<file path="src/rtl/arb_pkg.sv">
// Shared definitions for the image-BRAM port arbiter: requester indices,
// arbiter state encoding and a one-hot helper.
package arb_pkg;
    localparam int NREQ = 3;

    localparam logic [1:0] REQ_UART_WR = 2'd0;
    localparam logic [1:0] REQ_DS      = 2'd1;
    localparam logic [1:0] REQ_UART_RD = 2'd2;

    typedef enum logic {
        IDLE = 1'b0,
        OWN  = 1'b1
    } arb_state_t;

    function automatic logic [NREQ-1:0] onehot3(input logic [1:0] idx);
        return 3'b001 << idx;
    endfunction
endpackage

</file>
<file path="src/rtl/rr_pick3.sv">
// Next winner among three requesters: first pending index after base (mod 3),
// base itself last. With base tied to 2 this is fixed priority 0 > 1 > 2.
module rr_pick3
    import arb_pkg::*;
(
    input  logic [NREQ-1:0] pend,
    input  logic [1:0]      base,
    output logic [1:0]      win,
    output logic            any
);
    logic [1:0] p1, p2;

    assign p1  = (base == 2'd2) ? 2'd0 : base + 2'd1;
    assign p2  = (p1 == 2'd2)   ? 2'd0 : p1 + 2'd1;
    assign any = |pend;

    always_comb begin
        win = base;
        if (pend[p1])      win = p1;
        else if (pend[p2]) win = p2;
    end
endmodule

</file>
<file path="src/rtl/bram_port_arbiter.sv">
// Three-master arbiter for the single-port image BRAM with lock, burst cap and
// tagged read return. Define ARB_FIXED_PRIO_EN for fixed priority 0 > 1 > 2.
module bram_port_arbiter
    import arb_pkg::*;
#(
    parameter int ADDR_W    = 16,
    parameter int DATA_W    = 8,
    parameter int RD_LAT    = 1,
    parameter int MAX_BURST = 16
) (
    input  logic                 clk,
    input  logic                 rst_n,
    input  logic [2:0]           req,
    input  logic [2:0]           lock,
    input  logic [2:0]           we,
    input  logic [3*ADDR_W-1:0]  addr,
    input  logic [3*DATA_W-1:0]  wdata,
    output logic [2:0]           gnt,
    output logic [2:0]           rvalid,
    output logic [DATA_W-1:0]    rdata,
    output logic                 mem_en,
    output logic                 mem_we,
    output logic [ADDR_W-1:0]    mem_addr,
    output logic [DATA_W-1:0]    mem_din,
    input  logic [DATA_W-1:0]    mem_dout
);
    localparam int CNT_W = $clog2(MAX_BURST + 1);
    localparam logic [CNT_W-1:0] CAP = CNT_W'(MAX_BURST - 1);

    arb_state_t       state_q, state_d;
    logic [1:0]       owner_q, owner_d, last_q, last_d;
    logic [CNT_W-1:0] cnt_q, cnt_d;
    logic [2:0]       gnt_d, others;
    logic [2:0]       pick_pend;
    logic [1:0]       pick_base, pick_win;
    logic             pick_any, acc, release_o;
    logic [ADDR_W-1:0] addr_hold;
    logic [DATA_W-1:0] din_hold;
    logic [RD_LAT:1]   vld_pipe;
    logic [1:0]        tag_pipe [RD_LAT:1];

    assign others    = req & ~onehot3(owner_q);
    assign acc       = (state_q == OWN) && req[owner_q];
    assign pick_pend = (state_q == IDLE) ? req : others;
`ifdef ARB_FIXED_PRIO_EN
    assign pick_base = 2'd2;
`else
    assign pick_base = (state_q == IDLE) ? last_q : owner_q;
`endif

    rr_pick3 u_pick (
        .pend (pick_pend),
        .base (pick_base),
        .win  (pick_win),
        .any  (pick_any)
    );

    assign release_o = !req[owner_q] || (!lock[owner_q] && (|others) && (cnt_q == CAP));

    always_comb begin
        state_d = state_q;
        owner_d = owner_q;
        last_d  = last_q;
        cnt_d   = cnt_q;
        case (state_q)
            IDLE: if (pick_any) begin
                state_d = OWN;
                owner_d = pick_win;
                cnt_d   = '0;
            end
            OWN: if (release_o) begin
                last_d = owner_q;
                cnt_d  = '0;
                if (|others) owner_d = pick_win;
                else         state_d = IDLE;
            end else if (cnt_q != CAP) begin
                cnt_d = cnt_q + 1'b1;
            end
            default: state_d = IDLE;
        endcase
        gnt_d = (state_d == OWN) ? onehot3(owner_d) : 3'b000;
    end

    always_ff @(posedge clk or negedge rst_n) begin
        if (!rst_n) begin
            state_q <= IDLE;
            owner_q <= 2'd0;
            last_q  <= REQ_UART_RD;
            cnt_q   <= '0;
            gnt     <= 3'b000;
        end else begin
            state_q <= state_d;
            owner_q <= owner_d;
            last_q  <= last_d;
            cnt_q   <= cnt_d;
            gnt     <= gnt_d;
        end
    end

    // Address/data follow the owner while accessing, otherwise hold the last access.
    assign mem_en   = acc;
    assign mem_we   = acc && we[owner_q];
    assign mem_addr = acc ? addr[owner_q*ADDR_W +: ADDR_W]  : addr_hold;
    assign mem_din  = acc ? wdata[owner_q*DATA_W +: DATA_W] : din_hold;

    always_ff @(posedge clk or negedge rst_n) begin
        if (!rst_n) begin
            addr_hold <= '0;
            din_hold  <= '0;
        end else if (acc) begin
            addr_hold <= mem_addr;
            din_hold  <= mem_din;
        end
    end

    always_ff @(posedge clk or negedge rst_n) begin
        if (!rst_n) begin
            vld_pipe <= '0;
            for (int i = 1; i <= RD_LAT; i++) tag_pipe[i] <= 2'd0;
        end else begin
            vld_pipe[1] <= acc && !we[owner_q];
            tag_pipe[1] <= owner_q;
            for (int i = 2; i <= RD_LAT; i++) begin
                vld_pipe[i] <= vld_pipe[i-1];
                tag_pipe[i] <= tag_pipe[i-1];
            end
        end
    end

    assign rvalid = vld_pipe[RD_LAT] ? onehot3(tag_pipe[RD_LAT]) : 3'b000;
    assign rdata  = mem_dout;
endmodule

</file>
<file path="config.mk">
export PLATFORM = sky130hd
export DESIGN_NAME = bram_port_arbiter
export DESIGN_NICKNAME = d
export VERILOG_FILES = /design/src/rtl/arb_pkg.sv /design/src/rtl/rr_pick3.sv /design/src/rtl/bram_port_arbiter.sv
export SDC_FILE = /design/constraint.sdc
export NUM_CORES = 1
export LEC_CHECK = 0
export BUFFER_PORTS_ARGS = -buffer_cell sky130_fd_sc_hd__buf_2
export CELL_PAD_IN_SITES_DETAIL_PLACEMENT = 0
export CELL_PAD_IN_SITES_GLOBAL_PLACEMENT = 1
export CORE_ASPECT_RATIO = 1.2
export CORE_MARGIN = 4
export CORE_UTILIZATION = 32
export DETAILED_ROUTE_END_ITERATION = 6
export HOLD_SLACK_MARGIN = 0.12
export PLACE_DENSITY = 0.9
export SLEW_MARGIN = 20
export SYNTH_ARGS = -nofsm -noshare
export SYNTH_HDL_FRONTEND = slang
export SYNTH_SLANG_ARGS = --single-unit
</file>
<file path="constraint.sdc">
create_clock -name clk -period 3.05 [get_ports clk]
set_input_delay 0.1525 -clock clk [delete_from_list [all_inputs] [get_ports clk]]
set_output_delay 0.1525 -clock clk [all_outputs]
set_load 0.02 [all_outputs]
</file>
# --- Yosys cells after proc, flatten, opt, wreduce, memory -nomap -nowiden ---
# Index checks and enable logic that the tools add are counted.
word_totals:
  word_cells: 74
  out_inout_bits: 40
  ff_bits: 40
  in_bits: 91
op_classes:
  n_bitwise: 3
  add_sub_neg: 3
  n_reduce_logical: 13
  n_lt_le_gt_ge: 3
  n_eq_ne: 6
  n_mux: 32
  shifts: 5
op_table:
  columns: ["cell", "n"]
  rows:
  - ["$shiftx A48 B7 Y16", 1]
  - ["$shiftx A24 B6 Y8", 1]
  - ["$mux W16", 1]
  - ["$mux W2", 8]
  - ["$mux W5", 3]
  - ["$bmux W1 S2", 5]
  - ["$pmux W5 S2", 1]
  - ["$lt A2 B3 Y1 const B", 3]
  - ["$mux W3", 3]
  - ["$shl A1 B2 Y3 const A", 3]
  - ["$mux W1", 8]
  - ["$mux W8", 1]
  - ["$reduce_or A3 Y1", 2]
  - ["$add A5 B1 Y5 const B", 1]
  - ["$eq A5 B4 Y1 const B", 1]
  - ["$logic_and A1 B1 Y1", 5]
  - ["$ne A5 B4 Y1 const B", 1]
  - ["$add A2 B1 Y2 const B", 2]
  - ["$eq A2 B2 Y1 const B", 2]
  - ["$pmux W2 S2", 1]
  - ["$reduce_and A2 Y1", 2]
  - ["$and A3 B3 Y3", 1]
  - ["$logic_not A1 Y1", 3]
  - ["$ne A3 B1 Y1 const B", 1]
  - ["other kinds (5)", 5]

# --- Logic depth before layout (Yosys ltp) ---
# Gate-level depths: netlist (run 1).
logic_depth:
  word_depth: 14
  mapped_depth: 9
  ltp_nobuf: 7

# --- Modules after synthesis ---
# Synthesis (run 1) repeated with hierarchy kept, for this count alone.
unflattened:
  hier_cells: 313
  area_unflattened_um2: 2637.5
by_module_without_submodules:
  columns: ["module", "cells_each", "area_per_inst_um2", "n_inst"]
  rows:
  - ["bram_port_arbiter", 306, 2591.2, 1]
  - ["rr_pick3", 7, 46.3, 1]

# --- Least setup slack after synthesis (run 1) ---
# No wires, ideal clock.
synth_timing:
  path_kind: "reg2reg"
  startpoint: "reg cnt_q[0]"
  endpoint: "reg owner_q[1]"
  period_less_slack_ps: 2125
  stages_incl_launch_ff: 9
  path_buffers: 2
  arrival_ps: 2000
  setup_time_ps: 125
  slack_ps: 925
  cell_sequence: "dfrtp_1 -> ha_1 -> and3_1 -> ha_1 -> clkbuf_1 -> o211ai_1 -> a221o_1 -> buf_6 -> mux2_4"
synth_via:
  elab_chain_len: 5
synth_lines:
  columns: ["element", "line", "text"]
  rows:
  - ["start: declaration", "bram_port_arbiter.sv:32", "logic [CNT_W-1:0] cnt_q, cnt_d;"]
  - ["start signal: assignment", "bram_port_arbiter.sv:95", "cnt_q <= cnt_d;"]
  - ["$eq A5 B4 Y1", "bram_port_arbiter.sv:58", "assign release_o = !req[owner_q] || (!lock[owner_q] && (|others) && (cnt_q == CAP));"]
  - ["$logic_and A1 B1 Y1", "bram_port_arbiter.sv:58", null]
  - ["$logic_or A1 B1 Y1", "bram_port_arbiter.sv:58", null]
  - ["$mux W2", "bram_port_arbiter.sv:71", "OWN: if (release_o) begin"]
  - ["$pmux W2 S2", "bram_port_arbiter.sv:65", "case (state_q)"]
  - ["named net owner_d[1]", "bram_port_arbiter.sv:31", "logic [1:0] owner_q, owner_d, last_q, last_d;"]
  - ["end signal: assignment", "bram_port_arbiter.sv:93", "owner_q <= owner_d;"]
  - ["end: declaration", "bram_port_arbiter.sv:31", null]
# The timed path passes the listed nets, and every way through them passes these cells.
# A chain may end at the register's enable or synchronous reset.

# --- Worst setup path in the final report (run 1) ---
layout_timing:
  startpoint: "reg owner_q[0]"
  endpoint: "out mem_addr[0]"
layout_via:
  elab_chain_len: 4
layout_lines:
  columns: ["element", "line", "text"]
  rows:
  - ["parallel branches: the longest is 3 deep, another holds $shiftx A48 B7 Y16", null, null]
  - ["$mux W16 *", "bram_port_arbiter.sv:103", "assign mem_addr = acc ? addr[owner_q*ADDR_W +: ADDR_W] : addr_hold;"]
  - ["end: declaration", "bram_port_arbiter.sv:23", "output logic [ADDR_W-1:0] mem_addr,"]
# Every way passes the cells marked *. The select of a mux whose other input is x is not followed.

==> results of run 1 <==
## layout make-up
cell class	count	share of cell area (%)
clock inverters	2	1.08
repair buffers	120	19.0
well taps	92	3.55
inverters	4	0.462
multi-input cells	232	42.7
flip-flops and latches	40	30.9
clock buffers	6	2.24
## synthesized netlist by cell type (2+ instances only)
| cell type | number | area (um^2) |
|---|---|---|
| nand3_1 | 2 | 10.0 |
| dfrtp_1 | 39 | 976 |
| buf_2 | 7 | 35.0 |
| a21oi_1 | 29 | 145 |
| a32o_1 | 2 | 20.0 |
| a22oi_1 | 2 | 15.0 |
| nor3b_1 | 2 | 15.0 |
| o21ai_0 | 57 | 285 |
| nand2_1 | 35 | 131 |
| buf_1 | 3 | 11.3 |
| nor2b_1 | 4 | 25.0 |
| nor3_1 | 3 | 15.0 |
| nor2_1 | 34 | 128 |
| buf_6 | 2 | 22.5 |
| ha_1 | 2 | 25.0 |
| mux2i_1 | 29 | 290 |
| inv_1 | 3 | 11.3 |
| o211ai_1 | 3 | 22.5 |
| mux2_2 | 2 | 22.5 |
| and3b_1 | 3 | 26.3 |
| nand2b_1 | 2 | 12.5 |
| clkbuf_1 | 12 | 45.0 |
| a31o_1 | 2 | 17.5 |
| buf_4 | 8 | 60.1 |
| and3_1 | 2 | 12.5 |
| a221o_1 | 2 | 20.0 |
## routing by layer
layer | track usage [%] | wire [um] | vias to the layer above
li1 | - | - | 1271
met1 | 16.2 | 2690 | 1164
met2 | 23.8 | 3250 | 82
met3 | 3.61 | 441 | 6
met4 | 3.39 | 51 | 0
met5 | 0 | 0 | -
## worst register-to-register path, stage by stage, from the launching register on
cell	delay, ns
dfrtp_2	0.72
mux2_2	0.43
a32oi_4	0.18
buf_4	0.54
nor2_1	0.09
a22oi_1	0.19
o21ai_0	0.11
## worst max-delay path by stage
stage	from	cells past startpoint	endpoint
final	owner_q[0]	6	mem_addr[0]
after global routing	owner_q[0]	6	mem_din[7]
after CTS	owner_q[0]	6	mem_addr[0]
after detailed placement	owner_q[0]	6	mem_addr[0]
after global placement	owner_q[0]	6	mem_addr[10]
after floorplan	cnt_q[0]	8	owner_q[1]
## repair_timing
action / 4_1_cts / 5_1_grt
endpoints found under the hold margin: 39 / 0
hold buffers: 1 / 0
resized for setup: 0 / 0
setup buffers: 0 / 0
## metrics by stage
| step | std cells | hold WS (ns) | power [mW] |
|---|---|---|---|
| floorplan | 308 | -0.143 | 2.28 |
| global placement | 487 | 0.305 | 2.77 |
| detailed placement | 487 | 0.305 | 2.81 |
| CTS | 496 | 0.152 | 3.24 |
| global route | 496 | 0.168 | 3.48 |
| finish | 496 | 0.161 | 3.19 |
## kinds of logic (layout without fill, tap and decap cells)
group / count (synthesis) / after routing / share of synthesized area [%]
adders and majority gates: 2 / 2 / 0.971
DFF: 40 / 40 / 38.9
buffers and inverters: 36 / 132 / 7.33
and+or+nand+nor: 93 / 93 / 16.5
muxes: 32 / 32 / 12.7
AOI/OAI and AO/OA: 105 / 105 / 23.6
## flip-flops by register name (all words and copies together), names as in the netlist
name       cells
cnt_q          5
gnt            3
vld_pipe       1
owner_q        2
din_hold       8
last_q         2
state_q        1
addr_hold     16
tag_pipe       2
## power groups by stage
stage / logic, mW / clock network, mW / registers [mW]
after floorplan: 1.43 / 0 / 0.857
after global placement: 1.85 / 0 / 0.923
after detailed placement: 1.88 / 0 / 0.929
after CTS: 1.89 / 0.439 / 0.917
after global routing: 2.08 / 0.455 / 0.949
final: 1.85 / 0.419 / 0.915
==> flow_metrics.py, run 1 <==
metrics = {
    "outcome": {
        "status": "finished clean",
    },
    "die": {
        "start_util_pct": 33.2,
        "coreArea_um2": 7750,
        "io_pins": 131,
        "rows": 35,
        "fp.dieH_um": 106,
        "die_w_um": 89.9,
        "die_area_um2": 9560,
    },
    "timing": {
        "tns_ns": 0,
        "worstMarginPinSlew_ns": 0.896,
        "clock_skew_ns": 0.00707,
        "rsz0062_at_grt": "no",
        "drv_slew": 0,
        "period_share_pct": 91.8,
        "fmaxAchievable_ghz": 0.357,
        "slew_headroom_pct": 40.2,
        "hold_violations": 0,
        "timing.final.ws_setup_ns": 0.251,
        "setup_viol": 0,
        "min_period_ns": 2.80,
    },
    "worst_setup_path": {
        "cpLargestDelayFamily": "buffers and inverters",
        "required_ns": 2.90,
        "reg2reg_depth": 6,
        "critPathMaxFanout": 77,
        "r2r_start": "owner_q[0]",
        "cp-end-kind": "output pin",
        "r2r-end": "cnt_q[1]",
        "cpMaxStageDelayCell": "dfrtp_2",
        "crit_chain": "mux2_2, a32oi_4, buf_4, nand2_1, o21ai_0, buf_2",
        "worst-path-buf-inv": 2,
        "max_stage_delay_ns": 0.72,
        "r2r_setup_slack_ns": 0.67,
        "arrival_ns": 2.65,
        "critical_path_class": "flop to output pin",
        "crit_path_start_kind": "flop",
    },
    "power": {
        "power_frac_comb_pct": 58.2,
        "leakage_nw": 1.59,
        "peakVddDrop_mv": 0.317,
        "seqPwrFrac_pct": 28.7,
        "swShare_pct": 47.0,
        "powerDensity_nw_per_um2": 982,
        "power.share.clock_pct": 13.2,
        "power.internal_mw": 1.69,
        "p_sw_mw": 1.50,
    },
    "drt": {
        "drc": 0,
        "vias": 2523,
        "dr.pass1.iters": 4,
        "drt_iter0_drc": 88,
        "finalWirelength_um": 6440,
        "final_antenna_net_count": 0,
        "avgViaCountPerCell": 5.09,
        "avgRoutedWirePerCell_um": 13.0,
    },
    "worst_hold_path": {
        "hold_path.class": "primary input to flop",
        "hold_path_startpoint": "addr[40]",
        "whs_endpoint": "addr_hold[8]",
        "hold_depth": 3,
    },
    "place": {
        "place.gp.congestion": 0.739,
        "hpwl_um": 4860,
        "placed_area_um2": 3130,
        "place_ws_ns": 0.603,
        "numPortBuffers": 114,
    },
    "layout": {
        "fillers": 792,
        "area.sequential_um2": 1000,
        "finalCoreUtilization_pct": 41.9,
        "layout-drive-gt1-share_pct": 33.7,
        "final_common_cell": "buf_2",
        "synthToLayoutAreaGrowth_pct": 26.0,
        "final_cell_mix": "buf_2, o21ai_0, dfrtp_1",
        "nets": 496,
        "multi_input_area_um2": 1390,
        "design_area_um2": 3250,
        "antennaDiodeCount": 0,
    },
    "synthesis": {
        "ys.flop_type": "dfrtp_1",
        "syn_area_um2": 2580,
        "syn_area_per_cell_um2": 8.36,
        "syn-instance-count": 308,
        "synthesis.nets": 401,
        "ys_seq_elements": 40,
        "ys_types": 43,
        "ys.warnings.count": 0,
        "ys_seq_area_share_pct": 38.9,
        "async_flop_share_pct": 100,
        "synth-edff-count": 0,
    },
    "clock_network": {
        "htreeDepth": 2,
        "cts_buffers": 5,
        "cts_buffer_depth": 2,
        "clk_latency_ns": 0.28,
        "cts_tree": "done",
        "path_clk_slew_ns": 0.08,
        "clockRootBuffer": "clkbuf_8",
        "cts_sinks": 40,
    },
    "global_route": {
        "grt_first_pass_wirelength_um": 10900,
        "antenna_found_initial": 0,
        "grt_max_degree": 78,
        "grt_pass1_vias": 2375,
        "grt_overflow": 0,
        "grt_usage_pct": 13.4,
    },
    "run": {
        "max_cap_violations": 0,
    },
}
Power figures use the tool's default switching activity.
==> run 2, diff against run 1 <==
--- a/config.mk
+++ b/config.mk
@@ -13,7 +13,7 @@
 export CORE_UTILIZATION = 32
 export DETAILED_ROUTE_END_ITERATION = 6
 export HOLD_SLACK_MARGIN = 0.12
-export PLACE_DENSITY = 0.9
+export PLACE_DENSITY_LB_ADDON = 0.08
 export SLEW_MARGIN = 20
 export SYNTH_ARGS = -nofsm -noshare
 export SYNTH_HDL_FRONTEND = slang
==> flow_metrics.py, run 2 (synthesis gave the netlist of run 1 again) <==
metrics = {
    "outcome": {
        "status": "finished clean",
    },
    "worst_setup_path": {
        "crit_chain": "mux2_2, a32oi_4, buf_4, nand2_1, o21ai_0, buf_2",
        "r2r_setup_slack_ns": 0.76,
        "arrival_ns": 2.29,
        "cpMaxStageDelayCell": "dfrtp_2",
        "max_stage_delay_ns": 0.60,
        "critical_path_class": "flop to output pin",
        "critPathMaxFanout": 45,
        "crit_path_start_kind": "flop",
        "required_ns": 2.90,
        "cp-end-kind": "output pin",
        "worst-path-buf-inv": 2,
        "cpLargestDelayFamily": "flip-flops",
    },
    "power": {
        "p_sw_mw": 1.52,
        "power_frac_comb_pct": 60.5,
        "peakVddDrop_mv": 0.342,
        "power.internal_mw": 1.66,
        "power.share.clock_pct": 11.6,
        "leakage_nw": 1.60,
        "seqPwrFrac_pct": 27.9,
        "powerDensity_nw_per_um2": 977,
        "swShare_pct": 47.9,
    },
    "die": {
        "die_area_um2": 9560,
        "start_util_pct": 33.2,
        "die_w_um": 89.9,
        "io_pins": 131,
        "coreArea_um2": 7750,
        "rows": 35,
        "fp.dieH_um": 106,
    },
    "timing": {
        "worstMarginPinSlew_ns": 0.922,
        "setup_viol": 0,
        "drv_slew": 0,
        "slew_headroom_pct": 38.5,
        "hold_slack_ns": 0.149,
        "period_share_pct": 80.1,
        "tns_ns": 0,
        "clock_skew_ns": 0.00764,
        "fmaxAchievable_ghz": 0.409,
        "min_period_ns": 2.44,
        "hold_violations": 0,
        "rsz0062_at_grt": "no",
    },
    "global_route": {
        "grt_pass1_vias": 2297,
        "grt_first_pass_wirelength_um": 11300,
        "antenna_found_initial": 0,
        "grt_overflow": 0,
        "grt_max_degree": 46,
        "grt_usage_pct": 14.5,
    },
    "clock_network": {
        "clockRootBuffer": "clkbuf_8",
        "cts_buffer_depth": 2,
        "cts_buffers": 5,
        "path_clk_slew_ns": 0.08,
        "clk_latency_ns": 0.29,
        "htreeDepth": 2,
        "cts_sinks": 40,
        "cts_tree": "done",
    },
    "drt": {
        "avgViaCountPerCell": 4.98,
        "drc": 0,
        "final_antenna_net_count": 0,
        "avgRoutedWirePerCell_um": 13.9,
        "vias": 2483,
        "finalWirelength_um": 6950,
        "drt_iter0_drc": 101,
        "dr.pass1.iters": 4,
    },
    "layout": {
        "final_cells": 499,
        "area.sequential_um2": 1000,
        "final_cell_mix": "buf_2, o21ai_0, dfrtp_1",
        "antennaDiodeCount": 0,
        "largest_reg_flops": 16,
        "multi_input_area_um2": 1390,
        "finalCoreUtilization_pct": 42.0,
        "synthToLayoutAreaGrowth_pct": 26.2,
        "nets": 499,
        "fillers": 812,
        "final_common_cell": "buf_2",
        "top_regs": "addr_hold (16), din_hold (8), cnt_q (5)",
        "layout-drive-gt1-share_pct": 33.9,
        "regMostFlops": "addr_hold",
        "design_area_um2": 3250,
    },
    "worst_hold_path": {
        "hold_path.class": "primary input to flop",
    },
    "place": {
        "place.gp.congestion": 0.739,
        "dp_cells": 490,
        "numPortBuffers": 114,
        "placed_area_um2": 3150,
        "hpwl_um": 5310,
    },
    "run": {
        "max_cap_violations": 0,
    },
}
==> run 2: cell count changes in the layout (fill, tap and decap cells not counted), sizes merged <==
cell	before	now
buf	119	122
bufinv	1	0
clkbuf	6	8
clkinv	1	0
==> run 2: metrics by stage <==
step | setup slack (ns) | power (mW)
after floorplan | 0.925 | 2.28
after global placement | 0.824 | 2.84
after detailed placement | 0.770 | 2.86
after CTS | 0.583 | 3.24
after global routing | 0.399 | 3.48
final | 0.607 | 3.18
==> run 2: what timing repair did <==
action | 4_1_cts | 5_1_grt
hold buffers | 1 | 0
hold endpoints to repair | 39 | 0
buffers inserted | 0 | 0
resized for setup | 0 | 0
endpoints found under the setup margin | 0 | 0
==> run 2: final timing paths <==
check                           depth (start not counted)    startpoint             to
worst max-delay path                                    6    owner_q[0]     mem_din[1]
worst min-delay path                                    3      addr[47]  addr_hold[15]
worst max register to register                          5    owner_q[0]     owner_q[1]
worst min register to register                          2  addr_hold[4]   addr_hold[4]
max in group asynchronous                               2         rst_n     owner_q[0]
min in group asynchronous                               2         rst_n      last_q[0]
==> run 2: area by class of cell <==
| class | count | area share [%] |
|---|---|---|
| inverters | 4 | 0.462 |
| repair buffers | 123 | 19.7 |
| multi-input cells | 232 | 42.7 |
| well taps | 92 | 3.54 |
| clock buffers | 8 | 2.77 |
| flip-flops and latches | 40 | 30.9 |
==> run 2: worst min-delay path, cell delays in order <==
cell,delay [ns]
buf_2,0.08
a21oi_1,0.06
o21ai_0,0.12
==> run 2: layer usage <==
metal / share of wire, % / track usage, % / up-vias
met1: 44 / 18.0 / 1129
li1: - / - / 1271
met3: 6.8 / 4.03 / 6
met5: 0 / 0 / -
met2: 49 / 24.5 / 77
met4: 0.98 / 4.27 / 0
==> run 2: power groups by stage <==
stage	clock (mW)	combinational, mW	sequential [mW]
floorplan	0	1.43	0.857
global placement	0	1.95	0.891
detailed placement	0	1.96	0.901
CTS	0.385	1.96	0.891
global route	0.404	2.17	0.913
finish	0.369	1.92	0.887
